<file path="config.mk">
export PLATFORM = sky130hd
export DESIGN_NAME = control_unit
export DESIGN_NICKNAME = d
export VERILOG_FILES = /design/src/rtl/cpu_pkg.sv /design/src/rtl/control_unit.sv
export SDC_FILE = /design/constraint.sdc
export NUM_CORES = 1
export LEC_CHECK = 0
export ABC_AREA = 1
export CORE_MARGIN = 5
export CORE_UTILIZATION = 41
export CTS_BUF_LIST = sky130_fd_sc_hd__clkbuf_16
export DETAILED_ROUTE_END_ITERATION = 16
export PLACE_DENSITY = 0.89
export SETUP_SLACK_MARGIN = 0.4
export SLEW_MARGIN = 20
export SYNTH_ARGS = -nofsm -noshare
export SYNTH_HDL_FRONTEND = slang
export SYNTH_SLANG_ARGS = --single-unit
</file>
<file path="constraint.sdc">
create_clock -name clk -period 3.51 [get_ports clk]
set_input_delay 0.351 -clock clk [delete_from_list [all_inputs] [get_ports clk]]
set_output_delay 0.351 -clock clk [all_outputs]
set_load 0.05 [all_outputs]
</file>
<file path="src/rtl/cpu_pkg.sv">
// cpu_pkg: shared definitions for the processor control path.
//   - instruction field widths and opcode values
//   - sequencer state encoding
//   - opcode-to-sequence classification helper
//   - bundled control-strobe record used by the output decode
package cpu_pkg;

    localparam int IR_W = 32;
    localparam int OP_W = 5;

    localparam logic [OP_W-1:0] OP_LD   = 5'b00000;
    localparam logic [OP_W-1:0] OP_LDI  = 5'b00001;
    localparam logic [OP_W-1:0] OP_ST   = 5'b00010;
    localparam logic [OP_W-1:0] OP_ADD  = 5'b00011;
    localparam logic [OP_W-1:0] OP_SUB  = 5'b00100;
    localparam logic [OP_W-1:0] OP_AND  = 5'b00101;
    localparam logic [OP_W-1:0] OP_OR   = 5'b00110;
    localparam logic [OP_W-1:0] OP_ANDI = 5'b01100;
    localparam logic [OP_W-1:0] OP_ORI  = 5'b01101;
    localparam logic [OP_W-1:0] OP_BR   = 5'b10010;
    localparam logic [OP_W-1:0] OP_NOP  = 5'b11010;
    localparam logic [OP_W-1:0] OP_HALT = 5'b11011;

    localparam logic [3:0] ST_RST  = 4'd0;
    localparam logic [3:0] ST_T0   = 4'd1;
    localparam logic [3:0] ST_T1   = 4'd2;
    localparam logic [3:0] ST_T2   = 4'd3;
    localparam logic [3:0] ST_T3   = 4'd4;
    localparam logic [3:0] ST_T4   = 4'd5;
    localparam logic [3:0] ST_T5   = 4'd6;
    localparam logic [3:0] ST_T6   = 4'd7;
    localparam logic [3:0] ST_T7   = 4'd8;
    localparam logic [3:0] ST_HALT = 4'd9;

    typedef enum logic [3:0] {
        S_RST  = ST_RST,
        T0     = ST_T0,
        T1     = ST_T1,
        T2     = ST_T2,
        T3     = ST_T3,
        T4     = ST_T4,
        T5     = ST_T5,
        T6     = ST_T6,
        T7     = ST_T7,
        S_HALT = ST_HALT
    } state_t;

    // Instructions grouped by the execute sequence they share.
    typedef enum logic [2:0] {
        C_ALU,   // register-register ALU op
        C_IMM,   // register-immediate ALU op
        C_LDI,
        C_LD,
        C_ST,
        C_BR,
        C_NOP,   // nop and every unassigned opcode
        C_HALT
    } op_class_t;

    typedef struct packed {
        logic read, write;
        logic pc_out, z_low_out, z_high_out, mdr_out, c_out, in_port_out, lo_out, hi_out;
        logic mar_in, pc_in, mdr_in, ir_in, y_in, inc_pc, hi_in, lo_in, c_in, in_in, out_in,
              z_in, con_in;
        logic gra, grb, grc, r_in, r_out, ba_out;
        logic alu_add, alu_sub, alu_mul, alu_div, alu_and, alu_or;
    } ctrl_t;

    function automatic op_class_t op_class(input logic [OP_W-1:0] op);
        op_class_t cls;
        case (op)
            OP_ADD, OP_SUB, OP_AND, OP_OR: cls = C_ALU;
            OP_ANDI, OP_ORI:               cls = C_IMM;
            OP_LDI:                        cls = C_LDI;
            OP_LD:                         cls = C_LD;
            OP_ST:                         cls = C_ST;
            OP_BR:                         cls = C_BR;
            OP_HALT:                       cls = C_HALT;
            default:                       cls = C_NOP;
        endcase
        return cls;
    endfunction

endpackage

</file>
<file path="src/rtl/control_unit.sv">
// control_unit: hardwired control sequencer for the processor datapath.
// Fetches (T0-T2), decodes the opcode in T3 and steps through the execute
// states of the selected instruction, one state per clock.
//
// State table:
//   state  | meaning
//   S_RST  | held in reset, all outputs 0
//   T0     | fetch: PC to MAR, PC+1 into Z
//   T1     | fetch: Z to PC, memory read into MDR
//   T2     | fetch: MDR to IR
//   T3     | decode (opcode taken straight from ir) and first execute step
//   T4..T7 | remaining execute steps, length depends on instruction class
//   S_HALT | halted, all outputs 0, left only through clr
//
// Ports:
//   clk, clr             clock (rising edge), async active-high reset
//   ir                   instruction register from the datapath
//   con_ff               branch condition, used combinationally in br T6
//   stop                 (only with CU_STOP_EN) halt after current instruction
//   read, write          memory strobes
//   *out / *In / Gr* ... datapath bus drivers, register loads, regfile control
//   add..orSignal        ALU operation selects
//   run                  high in every state except S_RST and S_HALT
//
// Build option: define CU_STOP_EN to add the stop input.
module control_unit #(
    parameter int IR_W = 32,
    parameter int OP_W = 5
) (
    input  logic            clk,
    input  logic            clr,
`ifdef CU_STOP_EN
    input  logic            stop,
`endif
    input  logic [IR_W-1:0] ir,
    input  logic            con_ff,
    output logic            read,
    output logic            write,
    output logic            PCout,
    output logic            Zlowout,
    output logic            Zhighout,
    output logic            MDRout,
    output logic            Cout,
    output logic            IN_Portout,
    output logic            LOout,
    output logic            HIout,
    output logic            MARIn,
    output logic            PCIn,
    output logic            MDRIn,
    output logic            IRIn,
    output logic            YIn,
    output logic            IncPC,
    output logic            HiIn,
    output logic            LoIn,
    output logic            CIn,
    output logic            InIn,
    output logic            OutIn,
    output logic            ZIn,
    output logic            CONIn,
    output logic            Gra,
    output logic            Grb,
    output logic            Grc,
    output logic            RIn,
    output logic            Rout,
    output logic            BAout,
    output logic            add,
    output logic            subtract,
    output logic            multiply,
    output logic            divide,
    output logic            andSignal,
    output logic            orSignal,
    output logic            run
);
    import cpu_pkg::*;

    state_t          state, state_nxt;
    logic [OP_W-1:0] op_q, op_cur;
    op_class_t       cls;
    ctrl_t           c;
    logic            fin;
    logic            halt_req;

    // ir is only valid from T3 on (it loads at the end of T2); the opcode is
    // captured during T3 so later ir changes cannot disturb the sequence.
    assign op_cur = (state == T3) ? ir[IR_W-1 -: OP_W] : op_q;
    assign cls    = op_class(op_cur);

    logic unused_ir;
    assign unused_ir = ^ir[IR_W-OP_W-1:0];

`ifdef CU_STOP_EN
    // A stop seen during fetch is remembered so the instruction can finish.
    logic stop_pend;
    always_ff @(posedge clk or posedge clr) begin
        if (clr)
            stop_pend <= 1'b0;
        else if (fin)
            stop_pend <= 1'b0;
        else if (stop && (state == T0 || state == T1 || state == T2))
            stop_pend <= 1'b1;
    end
    assign halt_req = stop | stop_pend;
`else
    assign halt_req = 1'b0;
`endif

    always_ff @(posedge clk or posedge clr) begin
        if (clr) begin
            state <= S_RST;
            op_q  <= '0;
        end else begin
            state <= state_nxt;
            if (state == T3)
                op_q <= ir[IR_W-1 -: OP_W];
        end
    end

    always_comb begin
        state_nxt = state;
        fin       = 1'b0;
        case (state)
            S_RST: state_nxt = T0;
            T0:    state_nxt = T1;
            T1:    state_nxt = T2;
            T2:    state_nxt = T3;
            T3: begin
                if (cls == C_HALT)
                    state_nxt = S_HALT;
                else if (cls == C_NOP)
                    fin = 1'b1;
                else
                    state_nxt = T4;
            end
            T4:    state_nxt = T5;
            T5: begin
                if (cls == C_LD || cls == C_ST || cls == C_BR)
                    state_nxt = T6;
                else
                    fin = 1'b1;
            end
            T6: begin
                if (cls == C_BR)
                    fin = 1'b1;
                else
                    state_nxt = T7;
            end
            T7:     fin = 1'b1;
            S_HALT: state_nxt = S_HALT;
            default: state_nxt = S_RST;
        endcase
        if (fin)
            state_nxt = halt_req ? S_HALT : T0;
    end

    always_comb begin
        c = '0;
        case (state)
            T0: begin
                c.pc_out = 1'b1; c.mar_in = 1'b1; c.inc_pc = 1'b1; c.z_in = 1'b1;
            end
            T1: begin
                c.z_low_out = 1'b1; c.pc_in = 1'b1; c.read = 1'b1; c.mdr_in = 1'b1;
            end
            T2: begin
                c.mdr_out = 1'b1; c.ir_in = 1'b1;
            end
            T3: begin
                case (cls)
                    C_ALU, C_IMM: begin
                        c.grb = 1'b1; c.r_out = 1'b1; c.y_in = 1'b1;
                    end
                    C_LDI, C_LD, C_ST: begin
                        c.grb = 1'b1; c.ba_out = 1'b1; c.y_in = 1'b1;
                    end
                    C_BR: begin
                        c.gra = 1'b1; c.r_out = 1'b1; c.con_in = 1'b1;
                    end
                    default: ;
                endcase
            end
            T4: begin
                case (cls)
                    C_ALU: begin
                        c.grc = 1'b1; c.r_out = 1'b1; c.z_in = 1'b1;
                    end
                    C_IMM: begin
                        c.c_out = 1'b1; c.z_in = 1'b1;
                    end
                    C_LDI, C_LD, C_ST: begin
                        c.c_out = 1'b1; c.alu_add = 1'b1; c.z_in = 1'b1;
                    end
                    C_BR: begin
                        c.pc_out = 1'b1; c.y_in = 1'b1;
                    end
                    default: ;
                endcase
                if (cls == C_ALU || cls == C_IMM) begin
                    case (op_cur)
                        OP_ADD:          c.alu_add = 1'b1;
                        OP_SUB:          c.alu_sub = 1'b1;
                        OP_AND, OP_ANDI: c.alu_and = 1'b1;
                        OP_OR, OP_ORI:   c.alu_or  = 1'b1;
                        default: ;
                    endcase
                end
            end
            T5: begin
                case (cls)
                    C_ALU, C_IMM, C_LDI: begin
                        c.z_low_out = 1'b1; c.gra = 1'b1; c.r_in = 1'b1;
                    end
                    C_LD, C_ST: begin
                        c.z_low_out = 1'b1; c.mar_in = 1'b1;
                    end
                    C_BR: begin
                        c.c_out = 1'b1; c.alu_add = 1'b1; c.z_in = 1'b1;
                    end
                    default: ;
                endcase
            end
            T6: begin
                case (cls)
                    C_LD: begin
                        c.read = 1'b1; c.mdr_in = 1'b1;
                    end
                    C_ST: begin
                        c.gra = 1'b1; c.r_out = 1'b1; c.mdr_in = 1'b1;
                    end
                    C_BR: begin
                        // Branch target sits in Z either way; only the PC load
                        // depends on the condition, so not-taken costs no cycle.
                        c.z_low_out = 1'b1; c.pc_in = con_ff;
                    end
                    default: ;
                endcase
            end
            T7: begin
                case (cls)
                    C_LD: begin
                        c.mdr_out = 1'b1; c.gra = 1'b1; c.r_in = 1'b1;
                    end
                    C_ST: c.write = 1'b1;
                    default: ;
                endcase
            end
            default: ;
        endcase
    end

    assign run        = (state != S_RST) && (state != S_HALT);
    assign read       = c.read;
    assign write      = c.write;
    assign PCout      = c.pc_out;
    assign Zlowout    = c.z_low_out;
    assign Zhighout   = c.z_high_out;
    assign MDRout     = c.mdr_out;
    assign Cout       = c.c_out;
    assign IN_Portout = c.in_port_out;
    assign LOout      = c.lo_out;
    assign HIout      = c.hi_out;
    assign MARIn      = c.mar_in;
    assign PCIn       = c.pc_in;
    assign MDRIn      = c.mdr_in;
    assign IRIn       = c.ir_in;
    assign YIn        = c.y_in;
    assign IncPC      = c.inc_pc;
    assign HiIn       = c.hi_in;
    assign LoIn       = c.lo_in;
    assign CIn        = c.c_in;
    assign InIn       = c.in_in;
    assign OutIn      = c.out_in;
    assign ZIn        = c.z_in;
    assign CONIn      = c.con_in;
    assign Gra        = c.gra;
    assign Grb        = c.grb;
    assign Grc        = c.grc;
    assign RIn        = c.r_in;
    assign Rout       = c.r_out;
    assign BAout      = c.ba_out;
    assign add        = c.alu_add;
    assign subtract   = c.alu_sub;
    assign multiply   = c.alu_mul;
    assign divide     = c.alu_div;
    assign andSignal  = c.alu_and;
    assign orSignal   = c.alu_or;

endmodule
</file>
# Word level (Yosys, flattened, before mapping)

Memory sizes are Yosys's and may differ from the RTL's.
Index checks and enable logic that the tools add are counted.

Add/sub/neg operators: 0
Multiply operators: 0
Div/mod/pow operators: 0
Magnitude comparators: 0
Eq/ne operators: 27
Shifts and indexed selects: 0
Multiplexer cells: 51
Bitwise logic cells: 0
Reductions and logical operators: 16

Operator list:

| kind                 | count |
|---|---|
| $pmux W4 S10         | 1 |
| $mux W1              | 26 |
| $mux W4              | 5 |
| $eq A4 B3 Y1 const B | 4 |
| $pmux W1 S2          | 8 |
| $eq A5 B3 Y1 const B | 3 |
| $eq A3 B3 Y1 const B | 4 |
| $eq A5 B4 Y1 const B | 2 |
| $pmux W1 S3          | 3 |
| $reduce_or A3 Y1     | 3 |
| $eq A4 B2 Y1 const B | 2 |
| $eq A4 B4 Y1 const B | 2 |
| $mux W2              | 4 |
| $ne A4 B4 Y1 const B | 2 |
| $pmux W1 S4          | 2 |
| $eq A3 B2 Y1 const B | 2 |
| $ne A3 B3 Y1 const B | 2 |
| $reduce_or A2 Y1     | 3 |
| $eq A5 B2 Y1 const B | 1 |
| $mux W5              | 1 |
| $reduce_or A5 Y1     | 1 |
| $eq A4 B1 Y1 const B | 1 |
| $logic_not A4 Y1     | 1 |
| $pmux W2 S2          | 1 |
| 8 further kinds      | 10 |

Bits in registers: 9
Latch bits: 0
Memory bits (writable): 0
Bits in read-only memories: 96
Input port bits: 35
Output and inout port bits: 36
Logic and storage cells: 97
Memories kept: 1

Memory list:

| name             | depth | bits a word | rd ports | clocked after memory_dff | write ports | RTL line      | RTL |
|---|---|---|---|---|---|---|---|
| (name not given) | 32    | 3           | 1        | 0                        | 0           | cpu_pkg.sv:71 | `case (op)` |

# Depth between registers and ports, before layout

An unclocked memory read counts as a cell.

Depth in word-level cells: 10
Mapped depth: 16
Depth with buffers taken out: 15

# Worst setup path before layout

Ideal clock, no wire load.

Path kind: register to output
Start: reg state[0]
End: out Gra
Arrival: 2525 ps
Required time: 3159 ps
Path slack: 634 ps
Stages on the path, launching flop included: 13
Path buffers: 1
Path through: dfrtp_1 nor2_4 nand2_4 buf_6 nand2_2 nand2_4 nor2_2 nand2_2 nor2_2 inv_1 nor2_1 a21oi_1 nand3_1

Cells in the longest elaborated chain, start to end: 7
Elaborated cells between the ends (all ways): 18
Classes of those cells: eq/ne: 9; mux: 6; reduce/logical: 2; memory: 1

RTL lines:

| element                                    | RTL line            | RTL |
|---|---|---|
| from (decl)                                | control_unit.sv:76  | `state_t state, state_nxt;` |
| from (signal assigned)                     | control_unit.sv:112 | `state <= state_nxt;` |
| $eq A4 B3 Y1 (*)                           | control_unit.sv:85  | `assign op_cur = (state == T3) ? ir[IR_W-1 -: OP_W] : op_q;` |
| $mux W5 (*)                                | --                  |  |
| via op_cur[0]                              | control_unit.sv:77  | `logic [OP_W-1:0] op_q, op_cur;` |
| $mem_v2 Z32 W3 (*)                         | --                  |  |
| $eq A3 B1 Y1, or another cell as far along | control_unit.sv:208 | `case (cls)` |
| $reduce_or A3 Y1                           | control_unit.sv:208 |  |
| $mux W1                                    | control_unit.sv:208 |  |
| $pmux W1 S4 (*)                            | control_unit.sv:157 | `case (state)` |
| to (decl)                                  | control_unit.sv:60  | `output logic Gra,` |

Mark *: on every way through the listed nets, which the timed path passes. The rest lies on a longest branch.

# Worst setup path after layout

Start: reg state[0]
End: out MARIn

Cells in the longest elaborated chain, start to end: 7
Elaborated cells between the ends (all ways): 10
Classes of those cells: eq/ne: 5; mux: 3; reduce/logical: 1; memory: 1

RTL lines:

| element                                      | RTL line            | RTL |
|---|---|---|
| $eq A4 B3 Y1 (*)                             | control_unit.sv:85  |  |
| $mux W5 (*)                                  | --                  |  |
| via op_cur[4]                                | control_unit.sv:77  |  |
| $mem_v2 Z32 W3 (*)                           | --                  |  |
| $eq A3 B2 Y1 or $eq A3 B3 Y1 (tied branches) | control_unit.sv:208 |  |
| $reduce_or A2 Y1 (no line) (*)               | --                  |  |
| $mux W1 (*)                                  | control_unit.sv:208 |  |
| $pmux W1 S2 (*)                              | control_unit.sv:157 |  |
| to (decl)                                    | control_unit.sv:47  | `output logic MARIn,` |

Marks and branches as above.

==> qor.txt <==
Initial Util -> 0.434
Multi-input gate area -> 812 µm²
Shortest clock period the worst path allows after layout -> 2870 ps
Adder-cell share of the synthesized area -> 0
Relative area change from synthesis to final layout -> 23.2%
Worst hold path class -> in -> async
Largest voltage drop on the vdd net -> 0.732 mV
Setup repair after global routing missed its margin -> false
Post-detailed-routing wire length -> 3040 µm
Static leakage -> 0.000862 µW
Worst-path cell chain -> nor2_4, nand2_4, o21ai_2, inv_2, nand2_1, clkinv_1, nand2_2, nand2_4, nor2_2, nand2_1, o21ai_1, nand2_1, nand2_1, clkbuf_2
Maximum root-to-sink buffer count -> 2
Maximum level of the CTS H-tree -> 1
Hold Slack -> 369 ps
Vias after detailed routing -> 1235
Number of nets with antenna violations after routing -> 0
Maximum number of pins on one net before global-route repair -> 13
Areal power density over the cells -> 1290 mW/mm²
Cell types with the highest counts after synthesis -> sky130_fd_sc_hd__nand2_1 (45), sky130_fd_sc_hd__nor2_1 (26), sky130_fd_sc_hd__inv_1 (25)
Setup TNS Final -> 0 ps
Crit. path cell count -> 14
Core Box Area -> 0.00281 mm²
Kind of start point of the critical path -> flip-flop
Buf+Inv Stages, Crit Path -> 3
Warning count from the yosys run -> 0
Fraction of registers with async set or reset after synthesis -> 1.00
Distinct cell type count after synthesis -> 24
Number of enable flip-flop cells after synthesis -> 0
Slew at the pin with the worst max-slew slack -> 505 ps
Per-cell routed wire length -> 11.7 µm
Most repeated library cell on the critical path -> sky130_fd_sc_hd__nand2_1
Total DRC errors in the routed layout -> 0
Clock transition at the registers of the reported paths -> 40 ps
Register bit total from synthesis -> 9
Die area -> 0.00416 mm²
CTS tree -> built
Worst stage delay on the critical path -> 430 ps
Post-synthesis cell type with the largest combined area -> sky130_fd_sc_hd__dfrtp_1
Diode insertion count for antenna repair -> 0
Data required time at the worst endpoint -> 3160 ps
Worst-case headroom to the max-slew limit -> 0.663
Xor/xnor share of the synthesized area -> 0
Result of the run -> finished clean
Sequential Area -> 225 µm²
Post-Synthesis Mean Instance Area -> 6.24 µm²
Final nets -> 264
Combinational family with the most area after synthesis -> simple AND/OR/NAND/NOR gates
Clk Latency, worst-skew pair -> 240 ps
Share of the clock period used by the worst path -> 0.818
Fmax -> 348 MHz
Number of hold-slack violations in the final timing report -> 0
Number of slew-limit violations in the final report -> 0
Num Clock Sinks -> 9
Final Wtd Congestion -> 0.836
Most instantiated flip-flop cell in the synthesis netlist -> sky130_fd_sc_hd__dfrtp_1
Worst setup skew after layout -> 2.12 ps
Layout cells sized above 1 -> 0.272
Multiplexer share of the synthesized area -> 0
R2r worst-path depth -> 12
Worst flop-to-flop path endpoint -> state[2]
Number of buffers inserted to repair setup after CTS -> 0
Slowest stage cell on the critical path -> sky130_fd_sc_hd__dfrtp_1
Critical Setup Path Class -> reg -> out
Filler cell count -> 279
Total power -> 1930 µW
Remaining Overflow, GRT -> 0
Width of the die -> 64.5 µm
Area of placed instances -> 0.00151 mm²
Number of cell rows -> 19
Iter 0 DRT Violations -> 32
Post-route design area -> 0.00150 mm²
Max-cap violations -> 0
Post-cts gate resize count -> 20
Post-detailed-route via-to-cell ratio -> 4.77
Vertical extent of the die -> 64.5 µm
Post-DP HPWL -> 2400 µm
Slack of the worst reg-to-reg path -> 1380 ps
Initial antenna violation count -> 0
Crit Reg-Reg Startpoint -> state[3]
Cells after synthesis -> 195
Detailed-router iteration count before antenna repair -> 4
Hold bufs inserted after CTS -> 0
Netlist Area Pre-Place -> 0.00122 mm²
Number of CTS-inserted buffers -> 3
Ranking of synthesized cells by area -> sky130_fd_sc_hd__dfrtp_1 (18%), sky130_fd_sc_hd__nand2_1 (14%), sky130_fd_sc_hd__nor2_1 (8.0%)
Wire length of the first global-routing pass -> 5330 µm
Synth Area in Simple Gates -> 0.563
Sequential cell area fraction in the yosys report -> 0.185
Overall routing resource usage -> 0.159
Number of global-route vias before repair -> 1222
Type of destination of the critical path -> output port
Most common cell in the synthesized netlist -> sky130_fd_sc_hd__nand2_1
Top cell family by delay on the critical path -> simple AND/OR/NAND/NOR gates
I/O pins -> 71
Worst-path maximum fanout -> 12
Final setup viols -> 0
Critical path arrival -> 2520 ps
Top-area cell type share of the netlist area -> 0.185
Buffers added on ports -> 32
Fraction of the mapped netlist area in compound gates -> 0.0699
Master cell of the clock root buffer -> sky130_fd_sc_hd__clkbuf_16
[cell usage in the layout, fill, tap and decap left out, types with 3 or more instances in the layout]
cell                              instances
sky130_fd_sc_hd__nand3_1                 19
sky130_fd_sc_hd__nand3_2                  4
sky130_fd_sc_hd__a21oi_1                  6
sky130_fd_sc_hd__clkbuf_16                3
sky130_fd_sc_hd__conb_1                  11
sky130_fd_sc_hd__dlymetal6s2s_1           3
sky130_fd_sc_hd__nand2_2                 12
sky130_fd_sc_hd__a21oi_2                  3
sky130_fd_sc_hd__nand2_1                 45
sky130_fd_sc_hd__nor2_4                   6
sky130_fd_sc_hd__clkdlybuf4s50_1         10
sky130_fd_sc_hd__inv_1                   26
sky130_fd_sc_hd__dfrtp_1                  9
sky130_fd_sc_hd__inv_2                    3
sky130_fd_sc_hd__nand2_4                  7
sky130_fd_sc_hd__nor2_1                  26
sky130_fd_sc_hd__clkbuf_2                19
sky130_fd_sc_hd__nor2_2                   4
[routing by layer]
layer	part of all wire	vias to the layer above	global-route usage
met1	0.46	538	0.201
met5	0	-	0
met2	0.46	40	0.258
met4	0.022	0	0.0739
met3	0.058	7	0.0345
li1	-	650	-
[stage by stage]
stage | std cells | util | worst slack (ps)
after floorplan | 205 | - | 634
after global placement | 255 | 0.538 | 416
after detailed placement | 255 | 0.538 | 391
after CTS | 259 | 0.558 | 371
after global routing | 259 | 0.535 | 415
final | 259 | 0.535 | 637
[report_power, final]
part           switching [µW]  internal (µW)  leakage (µW)
clock network            50.3            149     0.0000423
registers                55.2            158      0.000111
logic                    1110            403      0.000709
total                    1220            709      0.000862
[registers in the layout, indices dropped and copies added, names as in the netlist]
register / cells
op_q: 5
state: 4
[layout make-up]
type,instances,area share
Clock buffer,3,0.0500
Clock inverter,1,0.00250
Inverter,30,0.0751
Multi-Input combinational cell,153,0.541
Sequential cell,9,0.150
Tap cell,31,0.0259
Timing Repair Buffer,32,0.155
[worst reg2reg max path, stage by stage (launching register included)]
cell                      delay (ps)
sky130_fd_sc_hd__dfrtp_1         420
sky130_fd_sc_hd__inv_1           170
sky130_fd_sc_hd__nand2_1         180
sky130_fd_sc_hd__nor2_4          250
sky130_fd_sc_hd__nand2_1         110
sky130_fd_sc_hd__nand2_2         120
sky130_fd_sc_hd__nand3_1          80
sky130_fd_sc_hd__nand3_1          70
sky130_fd_sc_hd__nand2_1          60
sky130_fd_sc_hd__nand2_2         200
sky130_fd_sc_hd__nand3_1         150
sky130_fd_sc_hd__a21oi_1         150
sky130_fd_sc_hd__nor2_1           60
[cells by family (layout without fill, tap and decap cells)]
logic type	after synthesis	in the layout
simple gates	129	129
buf+inv	43	66
compound gates	13	13
other cells	1	11
flops	9	9
[worst max-delay path by stage]
| stage | from | to | slack (ps) |
|---|---|---|---|
| 6_report | state[0] | MARIn | 640 |
| 5_1_grt | state[3] | Gra | 420 |
| 4_1_cts | state[1] | MARIn | 370 |
| 3_5_place_dp | state[3] | Gra | 390 |
| 3_3_place_gp | state[0] | MARIn | 420 |
| 2_1_floorplan | state[0] | Gra | 630 |
Power figures use the tool's default switching activity.
